## config.mk

```make
export PLATFORM = sky130hd
export DESIGN_NAME = word_assembler_flat
export DESIGN_NICKNAME = d
export VERILOG_FILES = /design/src/rtl/word_assembler_if.sv /design/src/rtl/word_assembler.sv /design/src/flat_wrapper.sv
export SDC_FILE = /design/constraint.sdc
export NUM_CORES = 1
export LEC_CHECK = 0
export CORE_MARGIN = 2
export CORE_UTILIZATION = 45
export DETAILED_ROUTE_END_ITERATION = 12
export PLACE_DENSITY = 0.76
export SLEW_MARGIN = 20
export SYNTH_ARGS = -nofsm -noshare
export SYNTH_HDL_FRONTEND = slang
export SYNTH_SLANG_ARGS = --single-unit
```

## constraint.sdc

```tcl
create_clock -name clk -period 2.9 [get_ports clk]
set_clock_uncertainty 0.2 [all_clocks]
set_input_delay 0.58 -clock clk [delete_from_list [all_inputs] [get_ports clk]]
set_output_delay 0.58 -clock clk [all_outputs]
set_load 0.005 [all_outputs]
```

## src/rtl/word_assembler_if.sv

```systemverilog
// Byte-in / word-out bus of the word assembler.
// The master side feeds bytes and flush requests; the slave side is the assembler itself.
interface word_assembler_if;
   logic [7:0]  byte_in;
   logic        byte_valid;
   logic        byte_ready;
   logic        flush;
   logic [31:0] word_out;
   logic        word_load;
   logic [2:0]  word_bytes;
   logic [7:0]  word_count;

   modport master (
      output byte_in, byte_valid, flush,
      input  byte_ready, word_out, word_load, word_bytes, word_count
   );

   modport slave (
      input  byte_in, byte_valid, flush,
      output byte_ready, word_out, word_load, word_bytes, word_count
   );
endinterface

```

## src/rtl/word_assembler.sv

```systemverilog
// Packs 8-bit bytes into 32-bit words for a downstream load-enabled register.
// A flush emits a zero-padded partial word; every emitted word bumps a wrapping counter.
module word_assembler #(
   parameter bit LITTLE_ENDIAN = 1'b1
) (
   input  logic              clk,
   input  logic              rst_n,
   word_assembler_if.slave   bus
);

   typedef enum logic {COLLECT, EMIT} state_t;

   state_t      state_q, state_d;
   logic [1:0]  fill_q, fill_d;
   logic [31:0] shadow_q, shadow_d;
   logic [31:0] word_out_q, word_out_d;
   logic [2:0]  word_bytes_q, word_bytes_d;
   logic [7:0]  count_q, count_d;
   logic        ready_q, ready_d;
   logic        load_q, load_d;

   logic        accept;
   logic [1:0]  lane;
   logic [31:0] merged;
   logic        emit;
   logic [31:0] emit_word;
   logic [2:0]  emit_bytes;

   // Byte lanes holding the first n bytes of a word, for the configured byte order.
   function automatic logic [31:0] lane_mask(input logic [2:0] n);
      logic [31:0] m;
      m = '0;
      for (int i = 0; i < 4; i++) begin
         if (i < int'(n)) begin
            if (LITTLE_ENDIAN)
               m[8*i +: 8] = 8'hFF;
            else
               m[8*(3-i) +: 8] = 8'hFF;
         end
      end
      return m;
   endfunction

   always_comb begin
      state_d      = state_q;
      fill_d       = fill_q;
      shadow_d     = shadow_q;
      word_out_d   = word_out_q;
      word_bytes_d = word_bytes_q;
      count_d      = count_q;
      emit         = 1'b0;
      emit_word    = '0;
      emit_bytes   = '0;

      accept = bus.byte_valid && ready_q;
      lane   = LITTLE_ENDIAN ? fill_q : (2'd3 - fill_q);
      merged = shadow_q;
      merged[8*lane +: 8] = bus.byte_in;

      case (state_q)
         COLLECT: begin
            if (accept) begin
               if (fill_q == 2'd3) begin
                  emit       = 1'b1;
                  emit_word  = merged;
                  emit_bytes = 3'd4;
               end else if (bus.flush) begin
                  emit       = 1'b1;
                  emit_word  = merged;
                  emit_bytes = {1'b0, fill_q} + 3'd1;
               end else begin
                  shadow_d = merged;
                  fill_d   = fill_q + 2'd1;
               end
            end else if (bus.flush && (fill_q != 2'd0)) begin
               emit       = 1'b1;
               emit_word  = shadow_q;
               emit_bytes = {1'b0, fill_q};
            end
         end
         EMIT: begin
            state_d = COLLECT;
            count_d = count_q + 8'd1;
         end
         default: state_d = COLLECT;
      endcase

      // Clearing shadow on every emit keeps stale lanes out of later partial words.
      if (emit) begin
         state_d      = EMIT;
         word_out_d   = emit_word & lane_mask(emit_bytes);
         word_bytes_d = emit_bytes;
         shadow_d     = '0;
         fill_d       = '0;
      end

      ready_d = (state_d == COLLECT);
      load_d  = (state_d == EMIT);
   end

   always_ff @(posedge clk or negedge rst_n) begin
      if (!rst_n) begin
         state_q      <= COLLECT;
         fill_q       <= '0;
         shadow_q     <= '0;
         word_out_q   <= '0;
         word_bytes_q <= '0;
         count_q      <= '0;
         ready_q      <= 1'b0;
         load_q       <= 1'b0;
      end else begin
         state_q      <= state_d;
         fill_q       <= fill_d;
         shadow_q     <= shadow_d;
         word_out_q   <= word_out_d;
         word_bytes_q <= word_bytes_d;
         count_q      <= count_d;
         ready_q      <= ready_d;
         load_q       <= load_d;
      end
   end

   assign bus.byte_ready = ready_q;
   assign bus.word_load  = load_q;
   assign bus.word_out   = word_out_q;
   assign bus.word_bytes = word_bytes_q;
   assign bus.word_count = count_q;

endmodule

```

## src/flat_wrapper.sv

```systemverilog
// flat-port wrapper written by rule: the top's interface ports become plain ports
module word_assembler_flat 
#(
   parameter bit LITTLE_ENDIAN = 1'b1
)
  (clk, rst_n, bus_byte_in, bus_byte_valid, bus_flush, bus_byte_ready, bus_word_out, bus_word_load, bus_word_bytes, bus_word_count);
  word_assembler_if bus_i ();
  input  logic clk;
  input  logic rst_n;
  input wire logic [$bits(bus_i.byte_in)-1:0] bus_byte_in;
  input wire logic [$bits(bus_i.byte_valid)-1:0] bus_byte_valid;
  input wire logic [$bits(bus_i.flush)-1:0] bus_flush;
  output wire logic [$bits(bus_i.byte_ready)-1:0] bus_byte_ready;
  output wire logic [$bits(bus_i.word_out)-1:0] bus_word_out;
  output wire logic [$bits(bus_i.word_load)-1:0] bus_word_load;
  output wire logic [$bits(bus_i.word_bytes)-1:0] bus_word_bytes;
  output wire logic [$bits(bus_i.word_count)-1:0] bus_word_count;
  assign bus_i.byte_in = bus_byte_in;
  assign bus_i.byte_valid = bus_byte_valid;
  assign bus_i.flush = bus_flush;
  assign bus_byte_ready = bus_i.byte_ready;
  assign bus_word_out = bus_i.word_out;
  assign bus_word_load = bus_i.word_load;
  assign bus_word_bytes = bus_i.word_bytes;
  assign bus_word_count = bus_i.word_count;
  word_assembler #(.LITTLE_ENDIAN(LITTLE_ENDIAN)) u_core (.clk(clk), .rst_n(rst_n), .bus(bus_i));
endmodule
```

# Word-level counts from Yosys, hierarchy flattened
# Index checks and enable logic that the tools add are counted.
[word_totals]
ram_bits = 0
ff_bits = 79
out_inout_bits = 45
input_bits = 12
mem_bits_ro = 0
latchBits = 0
mem_count = 0
word_cells = 62
[op_classes]
reduce_logical = 5
n_mul = 0
add_sub_neg = 4
magnitude_cmp = 4
bitwise = 2
mux = 34
eq_ne = 4
n_div = 0
n_shift = 2
[ops]
columns = ["operator", "n"]
rows = [
  ["two-way mux 32 bit", 10],
  ["two-way mux 8 bit", 5],
  ["negation 5 -> 34 bit", 1],
  ["variable shift 8 x 34 -> 32 bit, first input constant", 1],
  ["indexed part select 8 x 34 -> 32 bit", 1],
  ["bitwise AND 32 bit", 1],
  ["bitwise mux 32 bit", 1],
  ["two-way mux 16 bit", 2],
  ["two-way mux 2 bit", 6],
  ["two-way mux 3 bit", 4],
  ["adder 8 x 1 -> 8 bit, second input constant", 1],
  ["< comparator 1 x 3 -> 1 bit, first input constant", 2],
  ["< comparator 2 x 3 -> 1 bit, first input constant", 2],
  ["two-way mux 1 bit", 6],
  ["!= test 2 x 1 -> 1 bit, second input constant", 2],
  ["AND reduction 4 bit", 1],
  ["nonzero test 2 bit", 2],
  ["adder 2 x 1 -> 3 bit, second input constant", 1],
  ["adder 2 x 1 -> 2 bit, second input constant", 1],
  ["== test 2 bit, second input constant", 1],
  ["logical AND 1 bit", 2],
  ["!= test 2 bit, second input constant", 1],
  ["NOT 1 bit", 1],
]

# Depth between registers and ports, before layout
[depth]
ltp_word = 10
ltp_mapped = 8
ltp_nobuf = 7

# Least setup slack after synthesis
# OpenSTA, ideal clock, no wires.
[synth_timing]
kind = "flip-flop to flip-flop"
startpoint = "register u_core.fill_q[0]"
endpoint = "register u_core.word_out_q[0] (netlist: u_core.bus.word_out[0])"
period_less_slack_ns = 2.237
slack_ns = 0.663
stages_incl_launch_ff = 7
arrival_ns = 1.943
setup_ns = 0.094
path_buffers = 0
required_ns = 2.606
cell_sequence = "dfrtp_1 inv_1 ha_1 or3b_1 nor2_1 a221oi_1 a211oi_1"
[synth_via]
elab_chain_len = 9
elab_cells_between_ends = 26
cone_classes = "add/sub (2); order compare (1); eq/ne (1); shift (2); mux (17); bitwise (1); reduce/logical (2)"
[synth_lines]
columns = ["element", "line_no", "rtl"]
rows = [
  ["start: declaration", "word_assembler.sv:14", "logic [1:0] fill_q, fill_d;"],
  ["start signal: assignment", "word_assembler.sv:113", "fill_q <= fill_d;"],
  ["branches (longest 9 deep; another with negation 5 -> 34 bit)", "n/a", ""],
  ["end signal: assignment", "word_assembler.sv:115", "word_out_q <= word_out_d;"],
  ["end: declaration", "word_assembler.sv:16", "logic [31:0] word_out_q, word_out_d;"],
]
# Parallel ways; which one is timed is not known. The select of a mux whose other input is x is not followed.
# A chain may end at the register's enable or synchronous reset.

# Worst setup path in the final report
[layout_timing]
startpoint = "register u_core.fill_q[1]"
endpoint = "register u_core.word_out_q[1] (netlist: u_core.bus.word_out[1])"
# Same word-level chain as after synthesis.

==> reports/results.tsv <==
stage	metric	value	unit
synth	Post-Syn Area	3540	um^2
timing	maximum clock rate	0.386	GHz
run_status	status	completed	
synth	#FFs+latches synth	79	
placed_design	dpl hpwl	5720	um
grt	vias in the first global route	2624	
cells_and_area	Layout Cells excl Fill	480	
timing	fin. max-slew vios	0	
critical_path	critical path required time	2.96	ns
cells_and_area	Final Net Count	392	
grt	GRT Total Usage	20.6	%
critical_path	Critical Path End Type	flip-flop	
clocking	Clock Sinks	79	
placed_design	GPL Wtd Cong	0.919	
drt	WL per Instance	17.8	um
critical_path	Critical Path AT	2.65	ns
cells_and_area	layout cells sized above 1	9.79	%
floorplan	io pins	57	
run	Max-cap violations	0	
floorplan	initial core utilization	46.0	%
timing	RSZ-0062 raised after global routing	no	
synth	Top FF cell, synth	dfrtp_1	
floorplan	Core Area	7690	um^2
clocking	Clock Latency Late Sink	0.36	ns
cells_and_area	# diodes	0	
clocking	clock slew at reported path FFs	0.08	ns
timing	fin crit period	2.59	ns
drt	vias	2769	
grt	initial antenna violation count	0	
synth	Cells after Synth	306	
synth	Seq/Total Area, Yosys	55.9	%
min_path	Worst Hold Class	reg -> reg	
timing	worst rel slew slack	58.1	%
timing	count of final hold-check violations	0	
grt	wire length of the first global-routing pass	13600	um
timing	worst slew pin tran	0.628	ns
synth	asr flop ratio synth	100	%
drt	DR pass1 iterations	4	
timing	period utilization	89.2	%
synth	distinct cell type count after synthesis	48	
drt	Iteration-0 DRC Markers	198	
floorplan	DIE AREA	8580	um^2
grt	GRT overflow	0	
cells_and_area	commonest non-fill, non-tap cell in the layout	dfrtp_1	
timing	Final setup viols	0	
drt	# DRC	0	
drt	drt total wl	8530	um
synth	Post-synth EDFFs	0	
power	static leakage	0.00198	uW
placed_design	Placed Cells	462	
grt	largest net degree at the start of global routing	80	
power	Max VDD drop	0.000375	V
floorplan	Die Span X	92.6	um
synth	Syn Nets	325	
placed_design	PortBufs	56	
synth	syn avg cell area	11.6	um^2
critical_path	critical setup path kind	reg -> reg	
critical_path	Critical Path Start Type	flip-flop	
floorplan	Chip Height	92.6	um
clocking	TritonCTS buffer count	9	
power	Power Density	778	nW/um^2
floorplan	FP Rows	32	
timing	setup_tns	0	ns
clocking	Clock Path Buffers	2	
drt	via/cell ratio	5.77	
synth	synth warn	0	
cells_and_area	Synth-to-Final Area Change	26.5	%
clocking	Root Driver	clkbuf_8	
clocking	CTS tree	built	
critical_path	critical path peak fanout	12	
drt	Antenna Violating Nets Remaining	0	
clocking	H-tree lvl count	3	
cells_and_area	commonest non-fill, non-tap cells in the layout	dfrtp_1, a22o_1, clkdlybuf4s50_1, nand2_1, o21ai_1	
[registers in the layout, summed over array words and instances, names as in the netlist]
signal,count
u_core.state_q,1
u_core.fill_q,2
u_core.bus.word_count,8
u_core.bus.byte_ready,1
u_core.bus.word_out,32
u_core.shadow_q,32
u_core.bus.word_bytes,3
[per-layer routing]
layer / share of wire, % / up-vias / global-route usage, %
met1: 48 / 1376 / 30.8
met4: 2.6 / 0 / 9.80
li1: - / 1288 / -
met5: 0 / - / 0
met3: 4.6 / 16 / 3.50
met2: 45 / 89 / 29.3
[report_power, final]
part           switching, uW  total, uW  internal, uW
clock                    400        816           416
sequential               170       1450          1280
combinational            652       1210           560
[final cells by class]
type                    count  area, um^2
clock inverters             6        60.1
clock buffers              10         138
flip-flops and latches     79        1980
fillers                   655        3210
multi-input cells         211        1490
inverters                   4        15.0
repair buffers             68         671
well taps                 102         128
[repair_timing]
action | 4_1_cts | 5_1_grt
setup buffers | 0 | 0
hold endpoints to repair | 0 | 21
resized for setup | 0 | 0
hold buffers | 0 | 1
[cell families after synthesis]
logic type               synth area share, %
AO/OA/AOI/OAI                           25.6
XOR/XNOR                                1.73
adder cells (fa/ha/maj)                 2.48
buffers and inverters                   2.05
flip-flops                              55.9
multiplexers                           0.920
AND/OR/NAND/NOR                         11.3
[cell usage after synthesis (all sizes together) (2+ instances only)]
cell	count	area (um^2)
mux2	2	22.5
a21boi	2	15.0
buf	7	38.8
dfrtp	79	1980
nand4	2	12.5
a22o	55	482
nand2b	2	12.5
o21ai	25	136
a221oi	8	70.1
a211oi	9	80.1
and2	2	12.5
clkbuf	5	18.8
ha	7	87.6
inv	4	15.0
a21oi	10	50.1
nand2	26	100
nor2	22	104
nor2b	13	81.3
xor2	3	26.3
xnor2	4	35.0
[critical path, cell delays in order (launching register included)]
cell	delay [ns]
dfrtp_1	0.47
inv_1	0.16
ha_1	0.27
a21boi_1	0.19
o32a_1	0.55
inv_1	0.11
and2_1	0.26
a211oi_1	0.27
[metrics by stage]
stage	setup WS (ns)	hold WS [ns]	utilization (%)	area (um^2)	power [uW]
after floorplan	0.663	0.0844	-	3540	2130
after global placement	0.246	0.259	55.1	4240	2630
after detailed placement	0.130	0.269	55.1	4240	2660
after CTS	0.334	0.218	57.7	4440	3480
after global routing	0.105	0.292	58.2	4470	3670
final	0.313	0.280	58.2	4470	3480
[final timing paths]
| check | startpoint | end | slack [ns] | depth (start not counted) |
|---|---|---|---|---|
| max | u_core.fill_q[1] | u_core.bus.word_out[1] | 0.31 | 7 |
| min | u_core.bus.word_count[7] | u_core.bus.word_count[7] | 0.28 | 1 |
| max in group asynchronous | rst_n | u_core.bus.word_out[29] | 1.47 | 3 |
| max reg2reg | u_core.fill_q[1] | u_core.bus.word_out[1] | 0.31 | 7 |
| min reg2reg | u_core.bus.word_count[7] | u_core.bus.word_count[7] | 0.28 | 1 |
| min in group asynchronous | rst_n | u_core.bus.word_out[16] | 0.45 | 2 |
Power figures use the tool's default switching activity.
